**config.mk**
```make
export PLATFORM = sky130hd
export DESIGN_NAME = voice_allocator
export DESIGN_NICKNAME = d
export VERILOG_FILES = /design/src/rtl/voice_allocator.sv
export SDC_FILE = /design/constraint.sdc
export NUM_CORES = 1
export LEC_CHECK = 0
export CORE_ASPECT_RATIO = 1.1
export CORE_UTILIZATION = 65
export CTS_BUF_LIST = sky130_fd_sc_hd__clkbuf_8
export DETAILED_ROUTE_END_ITERATION = 10
export PLACE_DENSITY = 0.9
export SLEW_MARGIN = 10
export SYNTH_ARGS = -nofsm -noshare
export SYNTH_HDL_FRONTEND = slang
export SYNTH_SLANG_ARGS = --single-unit
```
**constraint.sdc**
```tcl
create_clock -name mclk -period 4.3 [get_ports mclk]
set_input_delay 0.43 -clock mclk [delete_from_list [all_inputs] [get_ports mclk]]
set_output_delay 0.43 -clock mclk [all_outputs]
set_load 0.01 [all_outputs]
```
**src/rtl/voice_allocator.sv**
```systemverilog
// Polyphonic voice allocator: a serial scan of the voice table is followed by one commit per event.
// The shadow voice state is published to the oscillators on each pblrc rise.
module voice_allocator #(
  parameter int NUM_VOICES    = 4,
  parameter int VOLUME_BITS   = 3,
  parameter int FREQ_RES_BITS = 8,
  parameter int NOTE_BITS     = 7,
  parameter int AGE_BITS      = 8,
  parameter int STEAL_EN      = 1
) (
  input  logic                                mclk,
  input  logic                                rst_n,
  input  logic                                pblrc,
  input  logic                                ev_valid,
  output logic                                ev_ready,
  input  logic                                ev_on,
  input  logic [NOTE_BITS-1:0]                ev_note,
  input  logic [FREQ_RES_BITS-1:0]            ev_freq,
  input  logic [VOLUME_BITS-1:0]              ev_vol,
  output logic [NUM_VOICES*FREQ_RES_BITS-1:0] voice_freq,
  output logic [NUM_VOICES*VOLUME_BITS-1:0]   voice_volume,
  output logic [NUM_VOICES-1:0]               voice_active,
  output logic                                steal_pulse,
  output logic                                drop_pulse
);

  localparam int IDX_W = (NUM_VOICES > 1) ? $clog2(NUM_VOICES) : 1;
  localparam logic [IDX_W-1:0]    IDX_ONE  = IDX_W'(1);
  localparam logic [IDX_W-1:0]    IDX_LAST = IDX_W'(NUM_VOICES - 1);
  localparam logic [AGE_BITS-1:0] AGE_MAX  = {AGE_BITS{1'b1}};
  localparam logic [AGE_BITS-1:0] AGE_ONE  = AGE_BITS'(1);

  typedef enum logic [1:0] {
    ST_IDLE   = 2'd0,
    ST_SCAN   = 2'd1,
    ST_COMMIT = 2'd2
  } state_t;

  state_t                   state_r;
  logic [IDX_W-1:0]         scan_idx_r;
  logic                     pblrc_r;
  logic                     lat_on_r;
  logic [NOTE_BITS-1:0]     lat_note_r;
  logic [FREQ_RES_BITS-1:0] lat_freq_r;
  logic [VOLUME_BITS-1:0]   lat_vol_r;
  logic                     match_found_r, free_found_r, oldest_found_r;
  logic [IDX_W-1:0]         match_idx_r, free_idx_r, oldest_idx_r;
  logic [AGE_BITS-1:0]      oldest_age_r;

  logic                     act_r  [NUM_VOICES];
  logic [NOTE_BITS-1:0]     note_r [NUM_VOICES];
  logic [FREQ_RES_BITS-1:0] freq_r [NUM_VOICES];
  logic [VOLUME_BITS-1:0]   vol_r  [NUM_VOICES];
  logic [AGE_BITS-1:0]      age_r  [NUM_VOICES];

  logic                     is_on_s, tgt_valid_s, do_steal_s, do_drop_s;
  logic [IDX_W-1:0]         tgt_idx_s;

  // Commit decision from the scan results: retrigger, lowest free, steal oldest, or drop.
  always_comb begin
    is_on_s     = lat_on_r && (lat_vol_r != {VOLUME_BITS{1'b0}});
    tgt_valid_s = 1'b0;
    tgt_idx_s   = {IDX_W{1'b0}};
    do_steal_s  = 1'b0;
    do_drop_s   = 1'b0;
    if (match_found_r) begin
      tgt_valid_s = 1'b1;
      tgt_idx_s   = match_idx_r;
    end else if (is_on_s && free_found_r) begin
      tgt_valid_s = 1'b1;
      tgt_idx_s   = free_idx_r;
    end else if (is_on_s && (STEAL_EN != 0)) begin
      tgt_valid_s = 1'b1;
      tgt_idx_s   = oldest_idx_r;
      do_steal_s  = 1'b1;
    end else begin
      do_drop_s   = 1'b1;
    end
  end

  // Event FSM, voice shadow table, frame-synchronous publish and strobes.
  always_ff @(posedge mclk or negedge rst_n) begin
    if (!rst_n) begin
      state_r        <= ST_IDLE;
      scan_idx_r     <= {IDX_W{1'b0}};
      ev_ready       <= 1'b0;
      pblrc_r        <= 1'b0;
      lat_on_r       <= 1'b0;
      lat_note_r     <= {NOTE_BITS{1'b0}};
      lat_freq_r     <= {FREQ_RES_BITS{1'b0}};
      lat_vol_r      <= {VOLUME_BITS{1'b0}};
      match_found_r  <= 1'b0;
      free_found_r   <= 1'b0;
      oldest_found_r <= 1'b0;
      match_idx_r    <= {IDX_W{1'b0}};
      free_idx_r     <= {IDX_W{1'b0}};
      oldest_idx_r   <= {IDX_W{1'b0}};
      oldest_age_r   <= {AGE_BITS{1'b0}};
      steal_pulse    <= 1'b0;
      drop_pulse     <= 1'b0;
      voice_freq     <= {(NUM_VOICES*FREQ_RES_BITS){1'b0}};
      voice_volume   <= {(NUM_VOICES*VOLUME_BITS){1'b0}};
      voice_active   <= {NUM_VOICES{1'b0}};
      for (int i = 0; i < NUM_VOICES; i++) begin
        act_r[i]  <= 1'b0;
        note_r[i] <= {NOTE_BITS{1'b0}};
        freq_r[i] <= {FREQ_RES_BITS{1'b0}};
        vol_r[i]  <= {VOLUME_BITS{1'b0}};
        age_r[i]  <= {AGE_BITS{1'b0}};
      end
    end else begin
      pblrc_r     <= pblrc;
      steal_pulse <= 1'b0;
      drop_pulse  <= 1'b0;
      // Publishing reads the pre-commit shadow, so a coincident commit waits a frame.
      if (pblrc && !pblrc_r) begin
        for (int i = 0; i < NUM_VOICES; i++) begin
          voice_freq[i*FREQ_RES_BITS +: FREQ_RES_BITS] <= freq_r[i];
          voice_volume[i*VOLUME_BITS +: VOLUME_BITS]   <= vol_r[i];
          voice_active[i]                              <= act_r[i];
        end
      end
      case (state_r)
        ST_IDLE: begin
          if (ev_valid && ev_ready) begin
            ev_ready       <= 1'b0;
            lat_on_r       <= ev_on;
            lat_note_r     <= ev_note;
            lat_freq_r     <= ev_freq;
            lat_vol_r      <= ev_vol;
            match_found_r  <= 1'b0;
            free_found_r   <= 1'b0;
            oldest_found_r <= 1'b0;
            scan_idx_r     <= {IDX_W{1'b0}};
            state_r        <= ST_SCAN;
          end else begin
            ev_ready <= 1'b1;
          end
        end
        ST_SCAN: begin
          if (act_r[scan_idx_r] && (note_r[scan_idx_r] == lat_note_r) && !match_found_r) begin
            match_found_r <= 1'b1;
            match_idx_r   <= scan_idx_r;
          end
          if (!act_r[scan_idx_r] && !free_found_r) begin
            free_found_r <= 1'b1;
            free_idx_r   <= scan_idx_r;
          end
          if (act_r[scan_idx_r] && (!oldest_found_r || (age_r[scan_idx_r] > oldest_age_r))) begin
            oldest_found_r <= 1'b1;
            oldest_idx_r   <= scan_idx_r;
            oldest_age_r   <= age_r[scan_idx_r];
          end
          if (scan_idx_r == IDX_LAST) begin
            state_r <= ST_COMMIT;
          end else begin
            scan_idx_r <= scan_idx_r + IDX_ONE;
          end
        end
        ST_COMMIT: begin
          for (int i = 0; i < NUM_VOICES; i++) begin
            if (tgt_valid_s && (tgt_idx_s == IDX_W'(i))) begin
              if (is_on_s) begin
                act_r[i]  <= 1'b1;
                note_r[i] <= lat_note_r;
                freq_r[i] <= lat_freq_r;
                vol_r[i]  <= lat_vol_r;
                age_r[i]  <= {AGE_BITS{1'b0}};
              end else begin
                act_r[i]  <= 1'b0;
                vol_r[i]  <= {VOLUME_BITS{1'b0}};
              end
            end else if (is_on_s && tgt_valid_s && act_r[i] && (age_r[i] != AGE_MAX)) begin
              age_r[i] <= age_r[i] + AGE_ONE;
            end
          end
          steal_pulse <= do_steal_s;
          drop_pulse  <= do_drop_s;
          ev_ready    <= 1'b1;
          state_r     <= ST_IDLE;
        end
        default: begin
          ev_ready <= 1'b0;
          state_r  <= ST_IDLE;
        end
      endcase
    end
  end

endmodule

```
==> flow_metrics.env <==
export IMPL_fin_tns_setup_ns=0
export IMPL_drive_above_1_share=0.2573
export IMPL_dp_cells=883
export IMPL_postPlaceCellArea_um2=9687
export IMPL_gp_congestion=0.8917
export IMPL_synthTopCellsByArea="dfrtp_1 (57%), mux2_2 (17%), o21ai_0 (2.9%), nand2_1 (2.4%), mux4_1 (2.1%)"
export IMPL_nNetsFinal=777
export IMPL_ios=74
export IMPL_yosys_warnings=0
export IMPL_r2r_start="scan_idx_r[0]"
export IMPL_grt_pass1_vias=6173
export IMPL_regToRegEndpoint="oldest_idx_r[0]"
export IMPL_yosysMostFrequentCell="dfrtp_1"
export IMPL_ir_drop_mv=0.3895
export IMPL_insertedDiodeCount=0
export IMPL_cts_clk_slew_worst_paths_ns=0.10
export IMPL_worst_path_max_fanout=17
export IMPL_cts_sinks=200
export IMPL_endpoint_kind="flop"
export IMPL_final_util=0.7641
export IMPL_cp_top_family="multiplexers"
export IMPL_synth_cells=668
export IMPL_synth_edf_count=0
export IMPL_viasPerCell=6.492
export IMPL_relSlewSlack=0.2980
export IMPL_total_power_w=0.005211
export IMPL_slowest_delay_ns=0.55
export IMPL_initial_core_util=0.6677
export IMPL_postCtsSetupBuffers=0
export IMPL_worstSetupPathType="flop to flop"
export IMPL_coreArea_um2=13210
export IMPL_required_ns=4.67
export IMPL_max_cap_violations=0
export IMPL_routed_wl_um=19900
export IMPL_synthMuxAreaShare=0.2322
export IMPL_hp_class="input port to async pin"
export IMPL_synth_simple_area_share=0.06793
export IMPL_cts_tree="built"
export IMPL_vias=5940
export IMPL_first_iter_violations=417
export IMPL_slew_violations=0
export IMPL_ff2ff_path_depth=8
export IMPL_status="completed"
export IMPL_drtPass1Iterations=5
export IMPL_rsz0062_at_grt="no"
export IMPL_antenna_left=0
export IMPL_setup_viol=0
export IMPL_crit_slowest_cell="dfrtp_1"
export IMPL_grt_max_degree=122
export IMPL_finalNonFillerCells=915
export IMPL_synth_cell_area_um2=8822
export IMPL_timing_final_crit_share=0.7709
export IMPL_hold_viol_final=0
export IMPL_synth_fa_ha_area_frac=0.01844
export IMPL_clk_latency_ns=0.48
export IMPL_path_cells="buf_4, mux4_2, ha_1, a211oi_1, nand2_1, o311ai_1, a31o_1, mux2_2"
export IMPL_synth_ff_type="dfrtp_1"
export IMPL_leakagePower_nw=4.709
export IMPL_holdBufCountCts=0
export IMPL_antenna_found_initial=0
export IMPL_final_cell_area_um2=10100
export IMPL_grt_pass1_wl_um=31910
export IMPL_ys_seq_elements=200
export IMPL_place_hpwl_um=13090
export IMPL_dieWidth_um=113.1
export IMPL_cts_resized_gates=0
export IMPL_tightest_slew_ns=1.048
export IMPL_cts_max_level=4
export IMPL_portBuffers=73
export IMPL_die_area_um2=14040
export IMPL_track_usage=0.3037
export IMPL_min_period_ns=3.315
export IMPL_synth_top_family_by_area="multiplexers"
export IMPL_synth_nets=704
export IMPL_skew_ns=0.01716
export IMPL_layout_area_overhead_vs_synth_pct=14.44
export IMPL_avgSynthCellArea_um2=13.21
export IMPL_grt_overflow=0
export IMPL_synth_common_cells="dfrtp_1 (200), mux2_2 (134), nand2_1 (57), o21ai_0 (52), nand3_1 (17)"
export IMPL_ys_async_sr_fraction=1.000
export IMPL_fmax_mhz=301.7
export IMPL_reg2reg_slack_ns=0.98
export IMPL_die_h_um=124.2
export IMPL_yosysTopAreaCell="dfrtp_1"
export IMPL_ys_types=54
export IMPL_start_kind="flop"
export IMPL_numCtsBuffers=17
export IMPL_drc=0
export IMPL_startpoint="scan_idx_r[0]"
export IMPL_synth_xor_area_frac=0.004964
export IMPL_synth_compound_area_frac=0.08651
export IMPL_num_rows=44
export IMPL_power_density_nw_per_um2=516.2
export IMPL_path_buf_inv=1
export IMPL_clock_tree_buffer_depth=2
export IMPL_arrival_ns=3.68
export IMPL_avgRoutedWirePerCell_um=21.75
export IMPL_cts_root_buffer_cell="clkbuf_8"
export IMPL_synth_top_area_share=0.5673
export IMPL_yosysSeqAreaShare=0.5673
## stage by stage
stage	setup slack [ns]	hold WS [ns]
6_report	0.9850	0.08813
5_1_grt	0.8151	0.1634
4_1_cts	0.9957	0.1206
3_5_place_dp	1.066	0.4816
3_3_place_gp	1.186	0.4679
2_1_floorplan	1.492	0.1344
## cells in the final DEF (no fill, tap or decap), types with 4 or more instances in the layout
cell and n:
o21ai_0 52, a21oi_1 16, inv_1 16, and3_1 5, a41oi_1 4, mux4_1 7
mux2_2 134, ha_1 13, mux4_2 5, a31oi_1 6, xor2_1 5, a32o_1 4
nor2_1 12, nand2_1 57, mux2i_1 10, mux2_4 8, inv_6 4, buf_4 8
clkdlybuf4s50_1 72, o31ai_1 14, nand2b_1 8, clkbuf_8 19, dfrtp_1 200, nand3_1 17
## per-layer routing
metal | global-route usage | share of wire | vias to the layer above
met4 | 0.1291 | 0.026 | 0
met2 | 0.5199 | 0.51 | 285
li1 | - | - | 2611
met1 | 0.3777 | 0.40 | 2992
met3 | 0.06618 | 0.068 | 52
met5 | 0 | 0 | -
## registers in the layout, indices dropped and copies added, names as in the netlist, 2 cells and up
name,flops
age_r,32
freq_r,32
voice_freq,32
note_r,28
voice_volume,12
vol_r,12
lat_freq_r,8
oldest_age_r,8
lat_note_r,7
act_r,4
voice_active,4
lat_vol_r,3
free_idx_r,2
match_idx_r,2
oldest_idx_r,2
scan_idx_r,2
state_r,2
## report_power, final
group | switching, W | internal [W] | leakage, nW
combinational | 0.000654 | 0.000713 | 1.77
sequential | 0.000362 | 0.00225 | 2.72
clock | 0.000685 | 0.000546 | 0.210
## cells by family (layout without fill, tap and decap cells)
kind of cell	count (synthesis)	in the layout
adder cells (fa/ha/maj)	13	13
multiplexers	166	166
XOR/XNOR	5	5
AO/OA/AOI/OAI	120	120
buffers and inverters	42	128
AND/OR/NAND/NOR	122	122
flip-flops	200	200
## worst max path at each step
| stage | endpoint | cells after the start |
|---|---|---|
| 6_report | oldest_idx_r[0] | 8 |
| 5_1_grt | oldest_idx_r[1] | 8 |
| 4_1_cts | oldest_idx_r[0] | 8 |
| 3_5_place_dp | oldest_idx_r[0] | 8 |
| 3_3_place_gp | oldest_idx_r[1] | 8 |
| 2_1_floorplan | oldest_idx_r[0] | 10 |
## layout make-up
| type | count | area [um2] |
|---|---|---|
| fillers | 771 | 3117 |
| multi-input cells | 426 | 3630 |
| repair buffers | 81 | 794.5 |
| flip-flops and latches | 200 | 5005 |
| well taps | 161 | 201.4 |
| clock buffers | 18 | 247.7 |
| clock inverters | 14 | 161.4 |
| inverters | 15 | 56.30 |
Note: power is estimated with default switching activity, not from simulation.
==> RTL edit (same settings) <==
The 3 states of `state_t` get a one-hot encoding in 3 bits.
--- a/src/rtl/voice_allocator.sv
+++ b/src/rtl/voice_allocator.sv
@@ -30,10 +30,10 @@
   localparam logic [AGE_BITS-1:0] AGE_MAX  = {AGE_BITS{1'b1}};
   localparam logic [AGE_BITS-1:0] AGE_ONE  = AGE_BITS'(1);
 
-  typedef enum logic [1:0] {
-    ST_IDLE   = 2'd0,
-    ST_SCAN   = 2'd1,
-    ST_COMMIT = 2'd2
+  typedef enum logic [2:0] {
+    ST_IDLE   = 3'b001,
+    ST_SCAN   = 3'b010,
+    ST_COMMIT = 3'b100
   } state_t;
 
   state_t                   state_r;
Check against the original RTL: no difference found for any inputs over 4 cycles, from zero or initial values and one cycle with rst_n low; so few cycles prove little.
==> RTL edit against the unedited design <==
  * Critical path depth is the same
  * Via count up 1.5%
  * Routed wire length up 2.5%
  * Design area increased by 4.7%
  * Area after synthesis rose by 1.5%
  * Sequential cell count is 1 higher
  * Worst setup slack better by 0.23 ns
  * Critical path type unchanged
Power is not compared: it rests on default switching activity, and its combinational part moved more than twofold at a synthesized area within 25%.
==> RTL edit: results (changes against the unedited design) <==
Clock tree
  – Clock H-tree levels: 1 (-3)
  – # Post-CTS Setup Buffers: 0 (unchanged)
  – Maximum clock path buffer count: 3 (+1)
  – Later-pin clock latency in the skew report: 0.57 ns (+0.09 ns)
  – Root Buffer Master: clkbuf_8
  – Clock-pin slew of the registers on the worst-case setup and hold paths: 0.06 ns (-0.04 ns)
  – Total CTS buffers: 31 (+14)
  – Post-CTS sizing: 0 (unchanged)

Layout
  – Share of cells above drive strength 1: 20.20% (-5.5 points)
  – # fillers: 721 (-6.5%)
  – Nets: 818 (+5.3%)
  – Top Registers: age_r (32), freq_r (32), voice_freq (32)
  – Diode count: 0 (unchanged)

GRT
  – First-pass GRT wire length: 33.66 mm (+5.5%)
  – Largest net degree at the start of global routing: 131 (+7.4%)
  – Vias in the first global route: 6531 (+5.8%)
  – Total GRT Usage: 30.40% (+0.032 points)
  – Initial antenna violation count: 0 (unchanged)

Power
  – Sequential power: 2.23 mW
  – P_clk: 1.86 mW
  – Pwr/cell area: 444.9 nW/um^2
  – Internal: 3.405 mW

Drt
  – Iter 0 DRT Violations: 389 (-6.7%)
  – WL/cell: 20.58 um (-5.4%)
  – Via count: 6027 (+1.5%)
  – Final wirelength: 20.40 mm (+2.5%)

Critical path
  – Reg-to-reg endpoint: oldest_age_r[3]
  – Worst setup path endpoint: oldest_age_r[3]
  – Worst-path fanout max: 10 (-7)
  – CP max stage delay: 0.63 ns (+0.08 ns)
  – Crit path DAT: 3.52 ns (-0.16 ns)
  – Reg2Reg Launch Point: scan_idx_r[0]
  – Slowest-stage cell, CP: dfrtp_1
  – R2R cell count: 8 (unchanged)

Placed design
  – GPL Wtd Cong: 0.8464 (-5.1%)
  – Dpl ws: 1.210 ns (+0.1441 ns)
  – Post-DP Area: 9818 sq um (+1.4%)
  – Cells after DPL: 933 (+5.7%)
  – Placed wire-length estimate: 13.09 mm (about the same)

STA
  – Hold slack: 0.01351 ns (-0.07462 ns)
  – Max-slew headroom: 32.26% (+2.5 points)
  – Post-Route Skew: 0.02327 ns (+0.006109 ns)
  – Min Tclk post-route: 3.086 ns (-0.2286 ns)

Min path
  – Class of the worst hold path: in2async

Synthesis
  – Top cell type's share of synthesized area: 55.91% (-0.82 points)
  – Most frequent cells after synthesis: dfrtp_1 (200), mux2_2 (78), mux2_1 (65)
  – Register area share after synthesis: 56.21% (-0.52 points)
  – Post-synthesis net count: 734 (+4.3%)
  – Dominant cells by area after synthesis: dfrtp_1 (56%), mux2_2 (9.8%), mux2_1 (8.2%)
  – Yosys warns: 0 (unchanged)
  – Ys flop type: dfrtp_1
  – Synth Instances: 698 (+4.5%)
  – Synth cell types: 63 (+17%)
  – FFs w/ async S/R, synth: 100.0% (unchanged)

Status
  – Status: completed
==> RTL edit: cell types whose count changed after synthesis, moves of 8 or more <==
cell	unedited run	this run
mux2_4	8	0
o21ai_1	0	35
nor2_1	12	25
mux2_2	134	78
nor3_1	3	11
mux2_1	2	65
a22o_1	0	8
o21ai_0	52	16
o31ai_1	14	3
xnor2_1	0	14
==> RTL edit: final cells by class <==
| class | count | area [sq um] | area share (%) |
|---|---|---|---|
| Inverter | 13 | 48.80 | 0.4615 |
| Timing Repair Buffer | 80 | 787.0 | 7.444 |
| Sequential cell | 201 | 5031 | 47.59 |
| Clock inverter | 14 | 148.9 | 1.408 |
| Tap cell | 184 | 230.2 | 2.178 |
| Clock buffer | 44 | 605.6 | 5.728 |
| Multi-Input combinational cell | 455 | 3721 | 35.20 |
==> RTL edit: routing by layer <==
| metal | vias to the layer above | wire, um | GRT usage [%] | share of wire (%) |
|---|---|---|---|---|
| li1 | 2701 | - | - | - |
| met1 | 3022 | 8116 | 38.72 | 40 |
| met4 | 0 | 889 | 13.52 | 4.4 |
| met5 | - | 0 | 0 | 0 |
| met3 | 74 | 1216 | 5.429 | 6.0 |
| met2 | 230 | 10170 | 51.18 | 50 |
==> RTL edit: cells by family (layout without fill, tap and decap cells) <==
group / count (synthesis) / after routing / share of synthesized area, %
adders and majority gates: 13 / 13 / 1.817
and+or+nand+nor: 158 / 158 / 8.946
DFF: 201 / 201 / 56.21
xor gates and xnor gates: 14 / 14 / 1.370
AOI/OAI and AO/OA: 103 / 103 / 7.143
muxes: 167 / 167 / 22.16
buffers and inverters: 42 / 151 / 2.362
==> RTL edit: worst max-delay path: cells and delay by family, from the launching register on <==
kind,cells,cell delay [ns]
AOI/OAI and AO/OA,4,0.93
adders and majority gates,1,0.30
and+or+nand+nor,1,0.13
muxes,2,0.96
DFF,1,0.63
